==> config.mk <==
export PLATFORM = sky130hd
export DESIGN_NAME = m2_sprime_fetch_flat
export DESIGN_NICKNAME = d
export VERILOG_FILES = /design/src/rtl/m2_sprime_fetch_if.sv /design/src/rtl/m2_sprime_fetch.sv /design/src/flat_wrapper.sv
export SDC_FILE = /design/constraint.sdc
export NUM_CORES = 1
export LEC_CHECK = 0
export CAP_MARGIN = 10
export CORE_AREA = 2 2 128 130
export DETAILED_ROUTE_END_ITERATION = 8
export DIE_AREA = 0 0 130 132
export PLACE_DENSITY = 0.73
export SYNTH_ARGS = -nofsm -noshare
export SYNTH_HDL_FRONTEND = slang
export SYNTH_SLANG_ARGS = --single-unit
==> constraint.sdc <==
create_clock -name CLOCK_50_I -period 2.81 [get_ports CLOCK_50_I]
set_input_delay 0.281 -clock CLOCK_50_I [delete_from_list [all_inputs] [get_ports CLOCK_50_I]]
set_output_delay 0.281 -clock CLOCK_50_I [all_outputs]
set_load 0.03 [all_outputs]
==> src/rtl/m2_sprime_fetch_if.sv <==
// Bus bundle for the S' fetch stage: start/done control, SRAM read port,
// DP RAM write port and the block handshake toward the IDCT compute stage.
interface m2_sprime_fetch_if;
    logic        start;
    logic [17:0] SRAM_address;
    logic        SRAM_we_n;
    logic [15:0] SRAM_read_data;
    logic [6:0]  dp_address;
    logic [15:0] dp_write_data;
    logic        dp_wren;
    logic        block_valid;
    logic        block_bank;
    logic [1:0]  block_seg;
    logic        block_taken;
    logic        done;

    modport master (
        input  start, SRAM_read_data, block_taken,
        output SRAM_address, SRAM_we_n, dp_address, dp_write_data, dp_wren,
               block_valid, block_bank, block_seg, done
    );

    modport slave (
        output start, SRAM_read_data, block_taken,
        input  SRAM_address, SRAM_we_n, dp_address, dp_write_data, dp_wren,
               block_valid, block_bank, block_seg, done
    );
endinterface

==> src/rtl/m2_sprime_fetch.sv <==
// S' fetch stage: streams 8x8 coefficient blocks (Y, then U, then V) from SRAM
// into a two-bank DP RAM and hands each filled bank to the IDCT via valid/taken.
module m2_sprime_fetch #(
    parameter logic [17:0] SPRIME_BASE = 18'd76800,
    parameter int unsigned Y_WIDTH     = 320,
    parameter int unsigned UV_WIDTH    = 160,
    parameter int unsigned IMG_ROWS    = 240
) (
    input  logic              CLOCK_50_I,
    input  logic              resetn,
    m2_sprime_fetch_if.master bus
);
    localparam logic [17:0] U_BASE     = SPRIME_BASE + 18'(Y_WIDTH * IMG_ROWS);
    localparam logic [17:0] V_BASE     = U_BASE + 18'(UV_WIDTH * IMG_ROWS);
    localparam logic [17:0] Y_W        = 18'(Y_WIDTH);
    localparam logic [17:0] UV_W       = 18'(UV_WIDTH);
    localparam logic [7:0]  Y_BC_LAST  = 8'(Y_WIDTH / 8 - 1);
    localparam logic [7:0]  UV_BC_LAST = 8'(UV_WIDTH / 8 - 1);
    localparam logic [7:0]  BR_LAST    = 8'(IMG_ROWS / 8 - 1);

    localparam logic [1:0] S_IDLE  = 2'd0;
    localparam logic [1:0] S_CHECK = 2'd1;
    localparam logic [1:0] S_FETCH = 2'd2;
    localparam logic [1:0] S_DRAIN = 2'd3;

    logic [1:0]       state_q;
    logic [1:0]       plane_q;
    logic [7:0]       br_q, bc_q;
    logic [17:0]      brow_q;     // address of row br*8 of the current plane
    logic [17:0]      blk_q;      // address of element 0 of the current block
    logic [17:0]      line_q;     // address of element (r,0) being issued
    logic [17:0]      addr_q;
    logic [5:0]       elem_q;
    logic [1:0]       drain_q;
    logic             v1_q, v2_q, v3_q;
    logic [5:0]       e1_q, e2_q, e3_q;
    logic [1:0]       fcount_q;
    logic             wbank_q, rbank_q;
    logic [1:0][1:0]  seg_q;      // plane tag per bank; read/write pointers are the banks
    logic             done_q;

    logic [17:0] row_w;
    logic [7:0]  bc_last;
    logic        blk_done, take, last_blk;

    assign row_w    = (plane_q == 2'd0) ? Y_W : UV_W;
    assign bc_last  = (plane_q == 2'd0) ? Y_BC_LAST : UV_BC_LAST;
    assign blk_done = (state_q == S_DRAIN) && (drain_q == 2'd2);
    assign take     = bus.block_taken && (fcount_q != 2'd0);
    assign last_blk = (plane_q == 2'd2) && (br_q == BR_LAST) && (bc_q == bc_last);

    // Control FSM plus block/element address generation
    always_ff @(posedge CLOCK_50_I or negedge resetn) begin
        if (!resetn) begin
            state_q <= S_IDLE;
            plane_q <= '0;
            br_q    <= '0;
            bc_q    <= '0;
            brow_q  <= '0;
            blk_q   <= '0;
            line_q  <= '0;
            addr_q  <= '0;
            elem_q  <= '0;
            drain_q <= '0;
        end else begin
            case (state_q)
                S_IDLE: begin
                    if (bus.start) begin
                        state_q <= S_CHECK;
                        plane_q <= '0;
                        br_q    <= '0;
                        bc_q    <= '0;
                        brow_q  <= SPRIME_BASE;
                        blk_q   <= SPRIME_BASE;
                    end
                end
                S_CHECK: begin
                    if (fcount_q < 2'd2) begin
                        state_q <= S_FETCH;
                        addr_q  <= blk_q;
                        line_q  <= blk_q;
                        elem_q  <= '0;
                    end
                end
                S_FETCH: begin
                    if (elem_q == 6'd63) begin
                        state_q <= S_DRAIN;
                        drain_q <= '0;
                    end else begin
                        elem_q <= elem_q + 6'd1;
                        if (elem_q[2:0] == 3'd7) begin
                            line_q <= line_q + row_w;
                            addr_q <= line_q + row_w;
                        end else begin
                            addr_q <= addr_q + 18'd1;
                        end
                    end
                end
                default: begin
                    if (drain_q == 2'd2) begin
                        state_q <= last_blk ? S_IDLE : S_CHECK;
                        if (bc_q == bc_last) begin
                            bc_q <= '0;
                            if (br_q == BR_LAST) begin
                                br_q    <= '0;
                                plane_q <= plane_q + 2'd1;
                                brow_q  <= (plane_q == 2'd0) ? U_BASE : V_BASE;
                                blk_q   <= (plane_q == 2'd0) ? U_BASE : V_BASE;
                            end else begin
                                br_q   <= br_q + 8'd1;
                                brow_q <= brow_q + (row_w << 3);
                                blk_q  <= brow_q + (row_w << 3);
                            end
                        end else begin
                            bc_q  <= bc_q + 8'd1;
                            blk_q <= blk_q + 18'd8;
                        end
                    end else begin
                        drain_q <= drain_q + 2'd1;
                    end
                end
            endcase
        end
    end

    // Three-stage issue pipeline matching the fixed SRAM read latency
    always_ff @(posedge CLOCK_50_I or negedge resetn) begin
        if (!resetn) begin
            v1_q <= 1'b0;
            v2_q <= 1'b0;
            v3_q <= 1'b0;
            e1_q <= '0;
            e2_q <= '0;
            e3_q <= '0;
        end else begin
            v1_q <= (state_q == S_FETCH);
            e1_q <= elem_q;
            v2_q <= v1_q;
            e2_q <= e1_q;
            v3_q <= v2_q;
            e3_q <= e2_q;
        end
    end

    // Bank handshake: full count, write/read bank pointers and plane tags
    always_ff @(posedge CLOCK_50_I or negedge resetn) begin
        if (!resetn) begin
            fcount_q <= '0;
            wbank_q  <= 1'b0;
            rbank_q  <= 1'b0;
            seg_q    <= '0;
        end else begin
            if (blk_done) begin
                seg_q[wbank_q] <= plane_q;
                wbank_q        <= ~wbank_q;
            end
            if (take) begin
                rbank_q <= ~rbank_q;
            end
            if (blk_done && !take) begin
                fcount_q <= fcount_q + 2'd1;
            end else if (!blk_done && take) begin
                fcount_q <= fcount_q - 2'd1;
            end
        end
    end

    // End-of-frame pulse, one cycle after the final write of the last block
    always_ff @(posedge CLOCK_50_I or negedge resetn) begin
        if (!resetn) begin
            done_q <= 1'b0;
        end else begin
            done_q <= blk_done && last_blk;
        end
    end

    assign bus.SRAM_address  = addr_q;
    assign bus.SRAM_we_n     = 1'b1;
    assign bus.dp_address    = {wbank_q, e3_q};
    assign bus.dp_write_data = v3_q ? bus.SRAM_read_data : '0;
    assign bus.dp_wren       = v3_q;
    assign bus.block_valid   = (fcount_q != 2'd0);
    assign bus.block_bank    = rbank_q;
    assign bus.block_seg     = seg_q[rbank_q];
    assign bus.done          = done_q;
endmodule

==> src/flat_wrapper.sv <==
// flat-port wrapper written by rule: the top's interface ports become plain ports
module m2_sprime_fetch_flat 
#(
    parameter logic [17:0] SPRIME_BASE = 18'd76800,
    parameter int unsigned Y_WIDTH     = 320,
    parameter int unsigned UV_WIDTH    = 160,
    parameter int unsigned IMG_ROWS    = 240
)
  (CLOCK_50_I, resetn, bus_start, bus_SRAM_read_data, bus_block_taken, bus_SRAM_address, bus_SRAM_we_n, bus_dp_address, bus_dp_write_data, bus_dp_wren, bus_block_valid, bus_block_bank, bus_block_seg, bus_done);
  m2_sprime_fetch_if bus_i ();
  input  logic CLOCK_50_I;
  input  logic resetn;
  input wire logic [$bits(bus_i.start)-1:0] bus_start;
  input wire logic [$bits(bus_i.SRAM_read_data)-1:0] bus_SRAM_read_data;
  input wire logic [$bits(bus_i.block_taken)-1:0] bus_block_taken;
  output wire logic [$bits(bus_i.SRAM_address)-1:0] bus_SRAM_address;
  output wire logic [$bits(bus_i.SRAM_we_n)-1:0] bus_SRAM_we_n;
  output wire logic [$bits(bus_i.dp_address)-1:0] bus_dp_address;
  output wire logic [$bits(bus_i.dp_write_data)-1:0] bus_dp_write_data;
  output wire logic [$bits(bus_i.dp_wren)-1:0] bus_dp_wren;
  output wire logic [$bits(bus_i.block_valid)-1:0] bus_block_valid;
  output wire logic [$bits(bus_i.block_bank)-1:0] bus_block_bank;
  output wire logic [$bits(bus_i.block_seg)-1:0] bus_block_seg;
  output wire logic [$bits(bus_i.done)-1:0] bus_done;
  assign bus_i.start = bus_start;
  assign bus_i.SRAM_read_data = bus_SRAM_read_data;
  assign bus_i.block_taken = bus_block_taken;
  assign bus_SRAM_address = bus_i.SRAM_address;
  assign bus_SRAM_we_n = bus_i.SRAM_we_n;
  assign bus_dp_address = bus_i.dp_address;
  assign bus_dp_write_data = bus_i.dp_write_data;
  assign bus_dp_wren = bus_i.dp_wren;
  assign bus_block_valid = bus_i.block_valid;
  assign bus_block_bank = bus_i.block_bank;
  assign bus_block_seg = bus_i.block_seg;
  assign bus_done = bus_i.done;
  m2_sprime_fetch #(.SPRIME_BASE(SPRIME_BASE), .Y_WIDTH(Y_WIDTH), .UV_WIDTH(UV_WIDTH), .IMG_ROWS(IMG_ROWS)) u_core (.CLOCK_50_I(CLOCK_50_I), .resetn(resetn), .bus(bus_i));
endmodule
## Word-level counts from Yosys, hierarchy flattened

Index checks and enable logic that the tools add are counted.

- Register bits: 130
- Memories: 0
- RAM bits: 0
- Bits of input ports: 20
- Bits in read-only memories: 0
- Bits in latches: 0
- Logic and storage cells: 135

- Muxes and demuxes: 51
- Reductions and logical operators: 28
- Equality and inequality tests: 15
- Magnitude comparators: 4
- Add/sub/neg operators: 11
- Multipliers: 0
- Bitwise gates (word level): 4
- Divide/modulo/power cells: 0
- Shift operators: 0

Operators with widths:

| kind | count |
|---|---|
| $mux W18 | 11 |
| $pmux W18 S2 | 4 |
| $mux W8 | 6 |
| $add A18 B18 Y18 | 2 |
| $mux W16 | 2 |
| $pmux W8 S2 | 2 |
| $mux W2 | 15 |
| $add A18 B1 Y18 const B | 1 |
| $add A18 B4 Y18 const B | 1 |
| $mux W6 | 3 |
| $add A8 B1 Y8 const B | 2 |
| $pmux W6 S2 | 1 |
| $reduce_and A4 Y1 | 3 |
| $reduce_bool A2 Y1 | 6 |
| $mux W9 | 1 |
| $reduce_and A3 Y1 | 3 |
| $eq A2 B2 Y1 const B | 4 |
| $eq A8 B5 Y1 const B | 1 |
| $eq A8 B8 Y1 | 1 |
| $logic_and A1 B1 Y1 | 8 |
| $pmux W2 S2 | 2 |
| $add A2 B1 Y2 const B | 3 |
| $add A6 B1 Y6 const B | 1 |
| $eq A6 B6 Y1 const B | 1 |
| other kinds (18) | 29 |

## Logic depth before layout (Yosys ltp)

- Depth in word-level cells: 7
- Depth in mapped cells: 12
- Mapped depth without buffers: 11

## Worst setup path before layout

OpenSTA, ideal clock, no wires.

- Path type: flip-flop to flip-flop
- From: register u_core.plane_q[0]
- To: register u_core.addr_q[17] (netlist: u_core.bus.SRAM_address[17])
- Slack: 0.266 ns
- Cell stages (with the launch flop): 13
- Period minus slack after synthesis: 2.544 ns
- Data required time: 2.665 ns
- Setup time: 0.145 ns
- Arrival time: 2.400 ns
- Cells stage by stage: dfrtp_1 inv_1 ha_1 buf_6 inv_1 ha_1 ha_1 a21o_1 a21oi_1 a2bb2oi_1 or4_1 xor2_1 a211oi_1

- Longest elaborated chain between the ends: 6

Ends and longest elaborated chain:

| item | RTL line | text |
|---|---|---|
| from (decl) | m2_sprime_fetch.sv:27 | `logic [1:0] plane_q;` |
| from (signal assigned) | m2_sprime_fetch.sv:106 | `plane_q <= plane_q + 2'd1;` |
| $logic_not A2 Y1 | m2_sprime_fetch.sv:46 | `assign row_w = (plane_q == 2'd0) ? Y_W : UV_W;` |
| $mux W9 | m2_sprime_fetch.sv:46 |  |
| $add A18 B18 Y18 | m2_sprime_fetch.sv:93 | `addr_q <= line_q + row_w;` |
| $mux W18 | m2_sprime_fetch.sv:91 | `if (elem_q[2:0] == 3'd7) begin` |
| $mux W18 | m2_sprime_fetch.sv:86 | `if (elem_q == 6'd63) begin` |
| $pmux W18 S2 | m2_sprime_fetch.sv:66 | `case (state_q)` |
| to (signal assigned) | m2_sprime_fetch.sv:80 | `addr_q <= blk_q;` |
| to (signal assigned) | m2_sprime_fetch.sv:93 |  |
| to (signal assigned) | m2_sprime_fetch.sv:95 | `addr_q <= addr_q + 18'd1;` |
| to (decl) | m2_sprime_fetch.sv:32 | `logic [17:0] addr_q;` |

No other way between the ends. The select of a mux whose other input is x is not followed.
A chain may end at the register's enable or synchronous reset.

## Final worst setup path

- From: register u_core.plane_q[0]
- To: register u_core.blk_q[7]

- Longest elaborated chain between the ends: 6

Ends and longest elaborated chain:

| item | RTL line | text |
|---|---|---|
| $logic_not A2 Y1 | m2_sprime_fetch.sv:47 | `assign bc_last = (plane_q == 2'd0) ? Y_BC_LAST : UV_BC_LAST;` |
| $mux W6 | m2_sprime_fetch.sv:47 |  |
| $eq A8 B8 Y1 | m2_sprime_fetch.sv:102 | `if (bc_q == bc_last) begin` |
| $mux W18 | m2_sprime_fetch.sv:102 |  |
| $mux W18 | m2_sprime_fetch.sv:100 | `if (drain_q == 2'd2) begin` |
| $pmux W18 S2 | m2_sprime_fetch.sv:66 |  |
| to (signal assigned) | m2_sprime_fetch.sv:108 | `blk_q <= (plane_q == 2'd0) ? U_BASE : V_BASE;` |
| to (signal assigned) | m2_sprime_fetch.sv:112 | `blk_q <= brow_q + (row_w << 3);` |
| to (signal assigned) | m2_sprime_fetch.sv:116 | `blk_q <= blk_q + 18'd8;` |
| to (decl) | m2_sprime_fetch.sv:30 | `logic [17:0] blk_q;` |

No other way between the ends. The select of a mux whose other input is x is not followed.

==> results.json <==
{
  "dr_total_vias": 6048,
  "r2r_slack_ps": 170,
  "ys_async_sr_fraction_pct": 100,
  "yosys.area_share.simple_pct": 19.8,
  "dieArea_sq_um": 17200,
  "dpl_cell_area_sq_um": 8010,
  "multi_input_area_sq_um": 3540,
  "synth.largest_area_cell": "dfrtp_1",
  "drive_gt1_share_pct": 11.2,
  "htree_levels": 4,
  "dieWidth_microns": 130,
  "fin_nets": 879,
  "clkTransAtPathRegs_ps": 60,
  "synth.area.mux_share_pct": 2.09,
  "relSlewSlack_pct": 39.5,
  "seqPwrFrac_pct": 30.8,
  "viasPerCell": 5.67,
  "register_area_sq_um": 3250,
  "hold_path_class": "flip-flop to flip-flop",
  "drc_errors": 0,
  "start_util_pct": 44.7,
  "syn-num-nets": 798,
  "min_period_over_period_pct": 93.8,
  "grt_first_pass_wirelength_mm": 29.4,
  "synthCells": 757,
  "grt_overflow": 0,
  "synth_xor_area_share_pct": 5.24,
  "synth_edf_count": 0,
  "clkPwrFrac_pct": 24.0,
  "dp_hpwl_mm": 12.3,
  "synth-main-ff-cell": "dfrtp_1",
  "cts_buffer_depth": 2,
  "arrival_ps": 2950,
  "fillers": 1387,
  "finalSetupViolations": 0,
  "syn-cell-area_sq_um": 7020,
  "worstMarginPinSlew_ps": 905,
  "first_global_vias": 5810,
  "worst_slack_ps": 173,
  "ir_worst_vdd_mv": 0.575,
  "area_delta_synth_final_pct": 23.6,
  "detail_route.wirelength_mm": 17.8,
  "dp_slack_ps": 43.2,
  "clock-sinks": 130,
  "power_density_nw_per_um2": 1050,
  "combPwrFrac_pct": 45.1,
  "maxSlewViolCount": 0,
  "ys_ff_latch": 130,
  "port_buffers": 66,
  "cts_tree": "done",
  "synth.distinct_cells": 70,
  "drv_cap": 0,
  "tns_ps": 0,
  "p_sw_uw": 3870,
  "crit_type": "flip-flop to flip-flop",
  "rsz0062_at_grt": "no",
  "cp-start-kind": "flip-flop",
  "drt_first_iter_violations": 624,
  "routedWlPerCell_microns": 16.6,
  "skew_ps": 5.39,
  "synth_top_area_share_pct": 46.4,
  "synth_top_family_by_area": "simple AND/OR/NAND/NOR gates",
  "antenna_cells": 0,
  "outcome": "completed",
  "coreArea_sq_um": 15700,
  "finalCriticalPeriod_ps": 2640,
  "cts_buffers": 17,
  "ys.warnings.count": 0,
  "synth_compound_area_share_pct": 19.0,
  "clock-root-buffer": "clkbuf_16",
  "grt_start_max_net_pins": 86,
  "hold_viol_final": 0,
  "critPathCaptureType": "flip-flop",
  "fmax_mhz": 379,
  "critPathMaxFanout": 13,
  "fp.dieH_microns": 132,
  "final_cell_area_sq_um": 8670,
  "gp_congestion": 0.921,
  "drtAntennaViolNets": 0,
  "synth.area.top_cells": "dfrtp_1 (46%), nand2_1 (5.1%), a21oi_1 (3.8%)",
  "grt_use_total_pct": 21.5,
  "hold_ws_ps": 346,
  "utilization_pct": 55.2,
  "seq_area_frac_synth_pct": 46.4,
  "p_int_uw": 5230,
  "antenna_found_initial": 0,
  "crit_required_ps": 3130,
  "syn_avg_cell_area_sq_um": 9.27,
  "synth_fa_ha_area_share_pct": 3.74,
  "rows": 46,
  "io_pins": 68,
  "clock_latency_ps": 430,
  "firstDrtPassIters": 7,
  "swShare_pct": 42.5,
  "leakage_uw": 0.00374
}
[cell families (layout without fill, tap and decap cells)]
logic type,Yosys count,after routing
and+or+nand+nor,287,287
AOI/OAI and AO/OA,203,203
DFF,130,130
buffers and inverters,59,153
xor gates and xnor gates,42,42
adders and majority gates,21,21
muxes,14,14
other,1,1
[cells in the mapped netlist, drive strengths merged, types with 10 or more instances]
cell type  count
xnor2         20
buf           16
clkbuf        25
o22ai         12
nor2          60
nor3          17
nand2         95
a21oi         54
nand3         28
dfrtp        130
ha            21
a22o          10
and2          29
o211ai        10
and3          12
o21ai         55
xor2          22
inv           18
[sequential cells by signal (all words and copies together) (netlist names)]
name / count
u_core.v2_q: 1
u_core.bus.dp_wren: 1
u_core.brow_q: 18
u_core.br_q: 8
u_core.e2_q: 6
u_core.seg_q: 4
u_core.v1_q: 1
u_core.plane_q: 2
u_core.elem_q: 6
u_core.drain_q: 2
u_core.e1_q: 6
u_core.bus.block_bank: 1
u_core.bus.SRAM_address: 18
u_core.bc_q: 8
u_core.bus.done: 1
u_core.state_q: 2
u_core.line_q: 18
u_core.e3_q: 6
u_core.blk_q: 18
u_core.wbank_q: 1
u_core.fcount_q: 2
[timing repair]
item,CTS,global route
endpoints found under the hold margin,82,0
setup endpoints to repair,0,37
hold buffers,1,0
setup buffers,0,4
gates resized for setup,0,11
[final timing paths]
check,to,start,depth (start not counted)
worst max-delay path,u_core.blk_q[7],u_core.plane_q[0],11
min in group asynchronous,u_core.e2_q[2],resetn,2
worst max register to register,u_core.blk_q[7],u_core.plane_q[0],11
max in group asynchronous,u_core.line_q[9],resetn,3
worst min-delay path,u_core.e3_q[0],u_core.e2_q[0],0
worst min register to register,u_core.e3_q[0],u_core.e2_q[0],0
[layout make-up]
cell class              instances  area share [%]
multi-input cells             568            40.8
flip-flops and latches        130            37.5
repair buffers                103            11.0
clock buffers                  17            4.91
well taps                     216            3.12
clock inverters                15            1.83
inverters                      18           0.779
[placed cells by master, fill, tap and decap left out, types with 4 or more instances in the layout]
master / n
a211oi_1: 5
a21o_1: 5
a21oi_1: 53
a22o_1: 10
a31oi_1: 5
and2_1: 29
and3_1: 12
buf_4: 35
clkbuf_16: 17
clkdlybuf4s50_1: 65
clkinvlp_4: 5
dfrtp_1: 130
ha_1: 20
inv_1: 17
mux2_2: 5
mux2i_1: 9
nand2_1: 95
nand2b_1: 9
nand3_1: 27
nand4_1: 8
nor2_1: 59
nor3_1: 17
nor4_1: 7
o211ai_1: 10
o21ai_0: 50
o22ai_1: 12
o31ai_1: 7
or2_2: 4
xnor2_1: 20
xor2_1: 21
[metrics by stage]
step                      power (uW)  std cells
after floorplan                 5480        757
after global placement          6750       1030
after detailed placement        6820       1030
after CTS                       9060       1063
after global routing            9670       1067
final                           9100       1067
[layer usage]
layer  up-vias  track usage [%]  wire, microns
met2       219             34.4           8550
met5         -                0              0
met4         0             8.54            381
li1       2874                -              -
met1      2924             28.8           7710
met3        31             4.26           1130
[critical path, stage by stage (launching register included)]
cell      delay [ps]
dfrtp_1          340
inv_1            110
ha_4             210
buf_4            190
or4b_4           550
a21oi_4          270
buf_4            170
nand3_2          130
nor2_1           190
buf_4            210
nand2_1           70
o311ai_1          90
[power groups by stage]
stage / logic (uW) / clock network, uW / registers [uW]
after floorplan: 2680 / 0 / 2790
after global placement: 3950 / 0 / 2790
after detailed placement: 4010 / 0 / 2810
after CTS: 4060 / 2210 / 2780
after global routing: 4500 / 2300 / 2860
final: 4110 / 2190 / 2800
(Power assumes the default switching activity.)
